==> config.mk <==
export PLATFORM = sky130hd
export DESIGN_NAME = multi_rate_divider
export DESIGN_NICKNAME = d
export VERILOG_FILES = /design/src/rtl/multi_rate_divider_pkg.sv /design/src/rtl/multi_rate_divider_div_channel.sv /design/src/rtl/multi_rate_divider.sv
export SDC_FILE = /design/constraint.sdc
export NUM_CORES = 1
export LEC_CHECK = 0
export BUFFER_PORTS_ARGS = -buffer_cell sky130_fd_sc_hd__buf_4
export CAP_MARGIN = 20
export CORE_MARGIN = 5
export CORE_UTILIZATION = 60
export CTS_BUF_LIST = sky130_fd_sc_hd__clkbuf_4 sky130_fd_sc_hd__clkbuf_8
export DETAILED_ROUTE_END_ITERATION = 8
export GPL_TIMING_DRIVEN = 0
export PLACE_DENSITY_LB_ADDON = 0.15
export RECOVER_POWER = 100
export SETUP_SLACK_MARGIN = 0.5
export SYNTH_ARGS = -nofsm -noshare
export SYNTH_HDL_FRONTEND = slang
export SYNTH_SLANG_ARGS = --single-unit
==> constraint.sdc <==
create_clock -name clk -period 16.5 [get_ports clk]
set_input_delay 0 -clock clk [delete_from_list [all_inputs] [get_ports clk]]
set_output_delay 0 -clock clk [all_outputs]
set_load 0.01 [all_outputs]
==> src/rtl/multi_rate_divider_pkg.sv <==
// multi_rate_divider_pkg: shared defaults and the smallest legal divisor
package multi_rate_divider_pkg;
  localparam int DFLT_CLK_HZ = 100_000_000;
  localparam int DFLT_DEF_HZ = 100;
  localparam int DFLT_CNT_W = 27;
  localparam int MIN_DIV = 2;
endpackage

==> src/rtl/multi_rate_divider_div_channel.sv <==
// div_channel: one counter-based divider with boundary-aligned divisor reload
module div_channel
  import multi_rate_divider_pkg::*;
#(
  parameter int CNT_W = DFLT_CNT_W,
  parameter logic [CNT_W-1:0] DEF_DIV = CNT_W'(DFLT_CLK_HZ / DFLT_DEF_HZ)
) (
  input  logic             clk,
  input  logic             rst_n,
  input  logic             en,
  input  logic             sync,
  input  logic             wr,
  input  logic [CNT_W-1:0] wr_div,
  output logic             clkout,
  output logic             tick
);
  logic [CNT_W-1:0] cnt_d, cnt_q, act_d, act_q, pend_div_d, pend_div_q;
  logic pend_d, pend_q, clkout_d, clkout_q, tick_d, tick_q, wrap, direct;
  always_comb begin
    wrap = en && (cnt_q == act_q - 1'b1);
    direct = wr && (sync || !en || wrap);
    cnt_d = (en && !sync && !wrap) ? cnt_q + 1'b1 : '0;
    act_d = direct ? wr_div : ((sync || wrap) && pend_q) ? pend_div_q : act_q;
    pend_div_d = wr ? wr_div : pend_div_q;
    pend_d = wr ? !direct : (pend_q && !sync && !wrap);
    clkout_d = en && (cnt_d >= (act_d >> 1));
    tick_d = wrap && !sync;
  end
  always_ff @(posedge clk) begin
    if (!rst_n) begin
      cnt_q <= '0;
      act_q <= DEF_DIV;
      pend_div_q <= DEF_DIV;
      pend_q <= 1'b0;
      clkout_q <= 1'b0;
      tick_q <= 1'b0;
    end else begin
      cnt_q <= cnt_d;
      act_q <= act_d;
      pend_div_q <= pend_div_d;
      pend_q <= pend_d;
      clkout_q <= clkout_d;
      tick_q <= tick_d;
    end
  end
  assign clkout = clkout_q;
  assign tick = tick_q;
endmodule

==> src/rtl/multi_rate_divider.sv <==
// multi_rate_divider: N_CH programmable dividers sharing one write port and sync
module multi_rate_divider
  import multi_rate_divider_pkg::*;
#(
  parameter int CLK_HZ = DFLT_CLK_HZ,
  parameter int N_CH = 4,
  parameter int CNT_W = DFLT_CNT_W,
  parameter int DEF_HZ = DFLT_DEF_HZ,
  localparam int CH_W = N_CH > 1 ? $clog2(N_CH) : 1
) (
  input  logic             clk,
  input  logic             rst_n,
  input  logic [N_CH-1:0]  en,
  input  logic             sync,
  input  logic             cfg_we,
  input  logic [CH_W-1:0]  cfg_ch,
  input  logic [CNT_W-1:0] cfg_div,
  output logic [N_CH-1:0]  clkout,
  output logic [N_CH-1:0]  tick,
  output logic             cfg_err
);
  localparam logic [CNT_W-1:0] DEF_DIV = CNT_W'(CLK_HZ / DEF_HZ);
  localparam logic [CNT_W-1:0] MIN_D = CNT_W'(MIN_DIV);
  logic ch_ok, div_low, cfg_err_d, cfg_err_q;
  logic [CNT_W-1:0] wr_div;
  always_comb begin
    ch_ok = {1'b0, cfg_ch} < (CH_W + 1)'(N_CH);
    div_low = cfg_div < MIN_D;
    wr_div = div_low ? MIN_D : cfg_div;
    cfg_err_d = cfg_we && (!ch_ok || div_low);
  end
  always_ff @(posedge clk) begin
    if (!rst_n) cfg_err_q <= 1'b0;
    else cfg_err_q <= cfg_err_d;
  end
  assign cfg_err = cfg_err_q;
  for (genvar i = 0; i < N_CH; i++) begin : g_ch
    div_channel #(.CNT_W(CNT_W), .DEF_DIV(DEF_DIV)) u_ch (
      .clk(clk),
      .rst_n(rst_n),
      .en(en[i]),
      .sync(sync),
      .wr(cfg_we && ch_ok && cfg_ch == CH_W'(i)),
      .wr_div(wr_div),
      .clkout(clkout[i]),
      .tick(tick[i])
    );
  end
endmodule

==> results of run 1 <==
-- logic make-up (layout without fill, tap and decap cells) --
kind of cell	after synthesis	count (layout)	share of synthesized area (%)
other cells	0	2	0
simple gates	1184	1184	26.6
buf+inv	242	403	4.69
mux	94	94	4.59
fa+ha+maj	112	112	6.47
compound gates	561	561	17.5
xor+xnor	222	222	8.97
flops	337	337	31.1
-- synthesized netlist by cell type, types with 51 or more instances --
cell type | count | area share [%]
a21oi_1 | 182 | 4.2
and3_1 | 55 | 1.6
clkbuf_1 | 127 | 2.2
dfxtp_1 | 337 | 31
ha_1 | 112 | 6.5
inv_1 | 57 | 0.99
mux2i_1 | 51 | 2.4
nand2_1 | 321 | 5.6
nand3_1 | 112 | 2.6
nand4_1 | 54 | 1.6
nor2_1 | 331 | 5.7
nor3_1 | 74 | 1.7
o21ai_0 | 52 | 1.2
xnor2_1 | 127 | 5.1
xor2_1 | 95 | 3.8
-- per-layer routing --
layer	track usage, %	vias to the layer above	part of all wire, %
met4	16.7	0	5.1
met1	45.8	10292	40
met3	7.72	243	9.4
met2	58.1	1104	45
met5	0	-	0
li1	-	10076	-
-- cell usage in the layout, fill, tap and decap left out, types with 26 or more instances in the layout --
| cell | count |
|---|---|
| xnor2_1 | 127 |
| inv_1 | 58 |
| o21ai_0 | 53 |
| a211oi_1 | 36 |
| nand3_1 | 112 |
| o21a_1 | 29 |
| mux2_2 | 26 |
| nor4_1 | 42 |
| clkbuf_8 | 76 |
| mux2i_1 | 51 |
| and3_1 | 55 |
| nand2_1 | 322 |
| clkbuf_1 | 153 |
| dlygate4sd3_1 | 32 |
| o211ai_1 | 32 |
| nor2_1 | 331 |
| a21o_1 | 44 |
| nor3_1 | 75 |
| ha_1 | 112 |
| a21oi_1 | 182 |
| xor2_1 | 95 |
| dfxtp_1 | 337 |
| nand4_1 | 54 |
-- through the flow --
stage          instances  cell area (um^2)  setup slack, ns
3_5_place_dp        3235             22400             9.54
5_1_grt             3374             24000             8.59
4_1_cts             3373             24000             9.49
6_report            3376             24000             9.11
3_3_place_gp        3235             22400             9.60
2_1_floorplan       2752             21700            11.29
-- power by group --
group	leakage (nW)	internal [W]	total (W)	switching, W
sequential	2.74	0.000838	0.000868	0.0000293
combinational	5.84	0.000102	0.000280	0.000178
clock	0.699	0.000480	0.000857	0.000377
-- layout make-up --
class	instances	area (um^2)	share of cell area [%]
diodes	2	5.00	0.0209
well taps	461	577	2.40
multi-input cells	2173	13900	57.9
inverters	59	221	0.923
flip-flops and latches	337	6750	28.1
plain buffers	183	779	3.25
clock buffers	92	1170	4.86
clock inverters	14	139	0.579
repair buffers	55	457	1.90
-- sequential cells by signal (all words and copies together) (netlist names) --
signal and flops:
g_ch.u_ch.tick 4, g_ch.u_ch.clkout 4, g_ch.u_ch.act_q 108, g_ch.u_ch.cnt_q 108
g_ch.u_ch.pend_q 4, cfg_err 1, g_ch.u_ch.pend_div_q 108
-- critical path, delay by kind of cell (launching register included) --
kind / cells / cell delay, ns
DFF: 1 / 0.30
adders and majority gates: 1 / 0.30
buffers and inverters: 4 / 1.18
AOI/OAI and AO/OA: 10 / 3.24
and+or+nand+nor: 8 / 2.20
-- repair_timing --
item                                   4_1_cts  5_1_grt
setup buffers                                0        0
endpoints found under the hold margin      193        0
hold buffers                                32        0
-- worst max-delay path by stage --
stage / from / endpoint / slack, ns / cells after the start
floorplan: g_ch[2].u_ch.act_q[5] / g_ch[2].u_ch.clkout / 11.29 / 23
global placement: g_ch[1].u_ch.act_q[0] / g_ch[1].u_ch.clkout / 9.60 / 22
detailed placement: g_ch[1].u_ch.act_q[3] / g_ch[1].u_ch.clkout / 9.54 / 22
CTS: g_ch[1].u_ch.act_q[0] / g_ch[1].u_ch.clkout / 9.49 / 22
global route: g_ch[1].u_ch.act_q[0] / g_ch[1].u_ch.clkout / 8.59 / 23
finish: g_ch[1].u_ch.act_q[3] / g_ch[1].u_ch.clkout / 9.11 / 23
==> flow_metrics.tcl, run 1 <==
set metrics [dict create \
    cts_tree "done" \
    row_count 69 \
    cts-root-buf "clkbuf_8" \
    post-route-util_pct 67.3 \
    grt_pass1_wl_um 114000 \
    gp_congestion 0.983 \
    max_freq_mhz 135 \
    grt_pass1_vias 20984 \
    worst-setup-path-type "reg -> reg" \
    antenna_found_initial 0 \
    hpwlAfterDp_um 55900 \
    leakage_nw 9.28 \
    period_share_pct 44.8 \
    min_from "cfg_ch[0]" \
    required_ns 17.03 \
    post_cts_resized 0 \
    die_area_um2 40000 \
    crit_fanout 10 \
    cp_slowest_stage_delay_ns 0.85 \
    htree_levels 2 \
    setup_viol 0 \
    drtAntennaViolNets 0 \
    violations "design-rule violations, max-capacitance violations, max-slew violations" \
    synthArstFlopShare_pct 0 \
    slew_violations 1 \
    hold-path-cell-count 4 \
    syn_area_um2 21700 \
    ys_ff_latch 337 \
    cp-start-kind "flip-flop" \
    r2r_start "g_ch[1].u_ch.act_q[3]" \
    numPortBuffers 22 \
    drt-total-wl_um 73900 \
    die_w_um 200 \
    cp-end-kind "flip-flop" \
    ios 46 \
    rsz0062_at_grt "false" \
    track_usage_pct 35.9 \
    drive_gt1_share_pct 7.86 \
    nFillCells 3086 \
    die_y_um 200 \
    initial_utilization_pct 60.8 \
    reg2reg_depth 23 \
    critPathSlowestCell "o41ai_1" \
    grt_overflow 0 \
    drt_iter0_drc 2124 \
    final.min_clock_period_ns 7.39 \
    tns_ns 0 \
    clk_pin_slew_ns 0.06 \
    tightest_slew_ns 1.49 \
    grt_max_degree 17 \
    whs_ns 0.157 \
    yosys_most_used_dff "dfxtp_1" \
    num_vias 21715 \
    synth_edf_count 0 \
    yosysWarningCount 0 \
    crit_top_cell "clkbuf_1" \
    via_per_inst 6.43 \
    synth_fp_nets 2901 \
    synth_cells 2752 \
    cts.sinks 337 \
    timing.rr.end "g_ch[1].u_ch.clkout" \
    drv_cap 1 \
    cts_buffers 58 \
    hold_path_class "in -> reg" \
    syn2layout_area_growth_pct 10.7 \
    first_pass_iters 9 \
    power_density_nw_per_um2 83.6 \
    hold_viol_final 0 \
    crit_arrival_ns 7.91 \
    p_total_w 0.00200 \
    ys_seq_area_share_pct 31.1 \
    clk_path_buf_depth 3 \
    r2r_slack_ns 9.11 \
    drcViolationCount 1 \
    clock_latency_ns 0.69 \
    maxSlewHeadroom_pct -0.414 \
    status "finished with violations" \
    worstHoldEndpoint "g_ch[1].u_ch.act_q[1]" \
    synth_cell_types 82 \
    placeableCoreArea_um2 35700 \
    clock_skew_ns 0.0332 \
    worstPathCellList "clkbuf_1 -> or4_1 -> clkbuf_1 -> nor4_2 -> nor2_1 -> a2111oi_0 -> nand4bb_1 -> o41ai_1 -> and2_0 -> clkbuf_1 -> clkbuf_1 -> nand2_1 -> a22o_1 -> ha_1 -> nor2b_1 -> o21a_1 -> o21ai_0 -> a21oi_1 -> a311oi_1 -> o21ai_0 -> a221o_1 -> nand3_1 -> a311oi_1" \
    post_drt_wl_per_cell_um 21.9 \
    syn_area_per_cell_um2 7.87 \
    peakVddDrop_mv 0.0686 \
    nNetsFinal 3016 \
]
No activity file was read; power rests on OpenSTA's default activity.
==> run 2, diff against run 1 <==
- CORE_UTILIZATION: 60 -> 59
- clock period: 16.5 -> 6.6 ns (I/O delays scaled with it)
==> flow_metrics.tcl, run 2 (synthesized netlist as in run 1, its figures left out) <==
set metrics [dict create \
    violations "design-rule violations" \
    num_vias 21573 \
    final.min_clock_period_ns 6.08 \
    cts.sinks 337 \
    hold-path-cell-count 4 \
    grt_pass1_vias 20730 \
    nNetsFinal 3030 \
    clock_skew_ns 0.0287 \
    grt_max_degree 16 \
    drt_iter0_drc 2262 \
    track_usage_pct 34.8 \
    clock_latency_ns 0.69 \
    maxSlewHeadroom_pct 2.29 \
    grt_pass1_wl_um 114000 \
    syn2layout_area_growth_pct 11.9 \
    worst-setup-path-type "reg -> reg" \
    met3_length_um 6410 \
    setup_viol 0 \
    hold_path_class "in -> reg" \
    ios 46 \
    drcViolationCount 2 \
    reg2reg_depth 21 \
    cp-end-kind "flip-flop" \
    crit_fanout 10 \
    numPortBuffers 22 \
    drtAntennaViolNets 0 \
    cts_buffers 58 \
    final_cell_area_um2 24200 \
    clk_pin_slew_ns 0.07 \
    post_drt_wl_per_cell_um 21.7 \
    rsz0062_at_grt "true" \
    hold_viol_final 0 \
    grt_overflow 0 \
    die_y_um 202 \
    initial_utilization_pct 59.5 \
    required_ns 7.08 \
    leakage_nw 9.42 \
    final_common_cell "dfxtp_1" \
    placeableCoreArea_um2 36400 \
    cts-root-buf "clkbuf_8" \
    final_cells 3392 \
    clk_path_buf_depth 3 \
    dr.max_layer_used "met4" \
    post-route-util_pct 66.6 \
    placed_area_um2 22400 \
    top_regs "g_ch.u_ch.act_q (108), g_ch.u_ch.cnt_q (108), g_ch.u_ch.pend_div_q (108)" \
    max_freq_mhz 164 \
    htree_levels 2 \
    drt-total-wl_um 73600 \
    die_area_um2 40700 \
    drive_gt1_share_pct 9.89 \
    row_count 70 \
    mostFrequentLayoutCells "dfxtp_1, nor2_1, nand2_1, a21oi_1, clkbuf_1" \
    cp-start-kind "flip-flop" \
    place_inst 3243 \
    tightest_slew_ns 1.45 \
    status "finished with violations" \
    period_share_pct 92.1 \
    first_pass_iters 8 \
    crit_arrival_ns 6.56 \
    via_per_inst 6.36 \
    wl_met2_um 33200 \
    gp_congestion 0.970 \
    power_density_nw_per_um2 206 \
    peakVddDrop_mv 0.174 \
    die_w_um 202 \
    drv_cap 0 \
    whs_ns 0.126 \
    antenna_found_initial 0 \
    wl_met1_um 30300 \
    cts_tree "done" \
    nFillCells 3215 \
    slew_violations 0 \
    hpwlAfterDp_um 55700 \
]
run 2: cell count changes in the layout (fill, tap and decap cells not counted), moves of 10 or more:
cell,previous run,this run
mux2_1,17,1
mux2_2,26,42
clkbuf_1,153,139
buf_4,22,33
clkbuf_2,2,12
run 2: stage by stage:
stage / power [W] / setup slack [ns] / TNS [ns]
3_3_place_gp: 0.00285 / -0.553 / -0.618
5_1_grt: 0.00517 / 0.239 / 0
2_1_floorplan: 0.00265 / 1.39 / 0
3_5_place_dp: 0.00287 / -0.545 / -0.674
4_1_cts: 0.00498 / 0.501 / 0
6_report: 0.00499 / 0.520 / 0
run 2: power by group:
group / leakage, nW / switching [W] / total, W / internal [W]
clock: 0.675 / 0.000930 / 0.00211 / 0.00118
combinational: 6.00 / 0.000449 / 0.000713 / 0.000264
sequential: 2.74 / 0.0000763 / 0.00217 / 0.00210
run 2: layer usage:
layer,up-vias,track usage (%)
met5,-,0
met4,0,16.4
met3,226,6.51
met2,999,56.2
met1,10233,45.3
li1,10115,-
run 2: final timing paths:
path	endpoint	slack, ns	from
worst max-delay path	g_ch[0].u_ch.clkout	0.52	g_ch[0].u_ch.act_q[11]
worst min-delay path	g_ch[3].u_ch.pend_div_q[4]	0.13	cfg_ch[0]
worst max register to register	g_ch[0].u_ch.clkout	0.52	g_ch[0].u_ch.act_q[11]
worst min register to register	g_ch[0].u_ch.pend_div_q[4]	0.46	g_ch[0].u_ch.pend_div_q[4]
run 2: cell type report:
type | count | area [um^2] | share of cell area (%)
clock inverter | 13 | 125 | 0.516
inverter | 59 | 221 | 0.913
multi-input combinational | 2173 | 14100 | 58.0
buffer | 183 | 813 | 3.35
antenna | 1 | 2.50 | 0.0103
sequential | 337 | 6750 | 27.8
tap | 468 | 586 | 2.41
timing repair buffer | 69 | 553 | 2.28
clock buffer | 89 | 1140 | 4.72
run 2: critical path, stage by stage, from the launching register on:
cell	delay (ns)
dfxtp_1	0.30
clkbuf_1	0.22
or4_1	0.61
or3_1	0.38
or3_1	0.32
a21o_1	0.18
a31o_2	0.24
nand4_1	0.16
clkbuf_1	0.20
nand3_1	0.41
nand2_2	0.35
clkbuf_2	0.37
mux2i_1	0.37
ha_1	0.30
a21oi_1	0.15
o22ai_1	0.08
o21a_1	0.17
o31a_1	0.32
o2111ai_1	0.19
a21oi_1	0.10
o31ai_1	0.24
o311ai_0	0.24
run 2: repair_timing:
action                                 4_1_cts  5_1_grt
endpoints found under the hold margin      197        0
setup endpoints to repair                    3        4
gates resized for setup                     22       51
hold buffers                                32        0
pin swaps                                    3        6
buffers inserted                             5        9
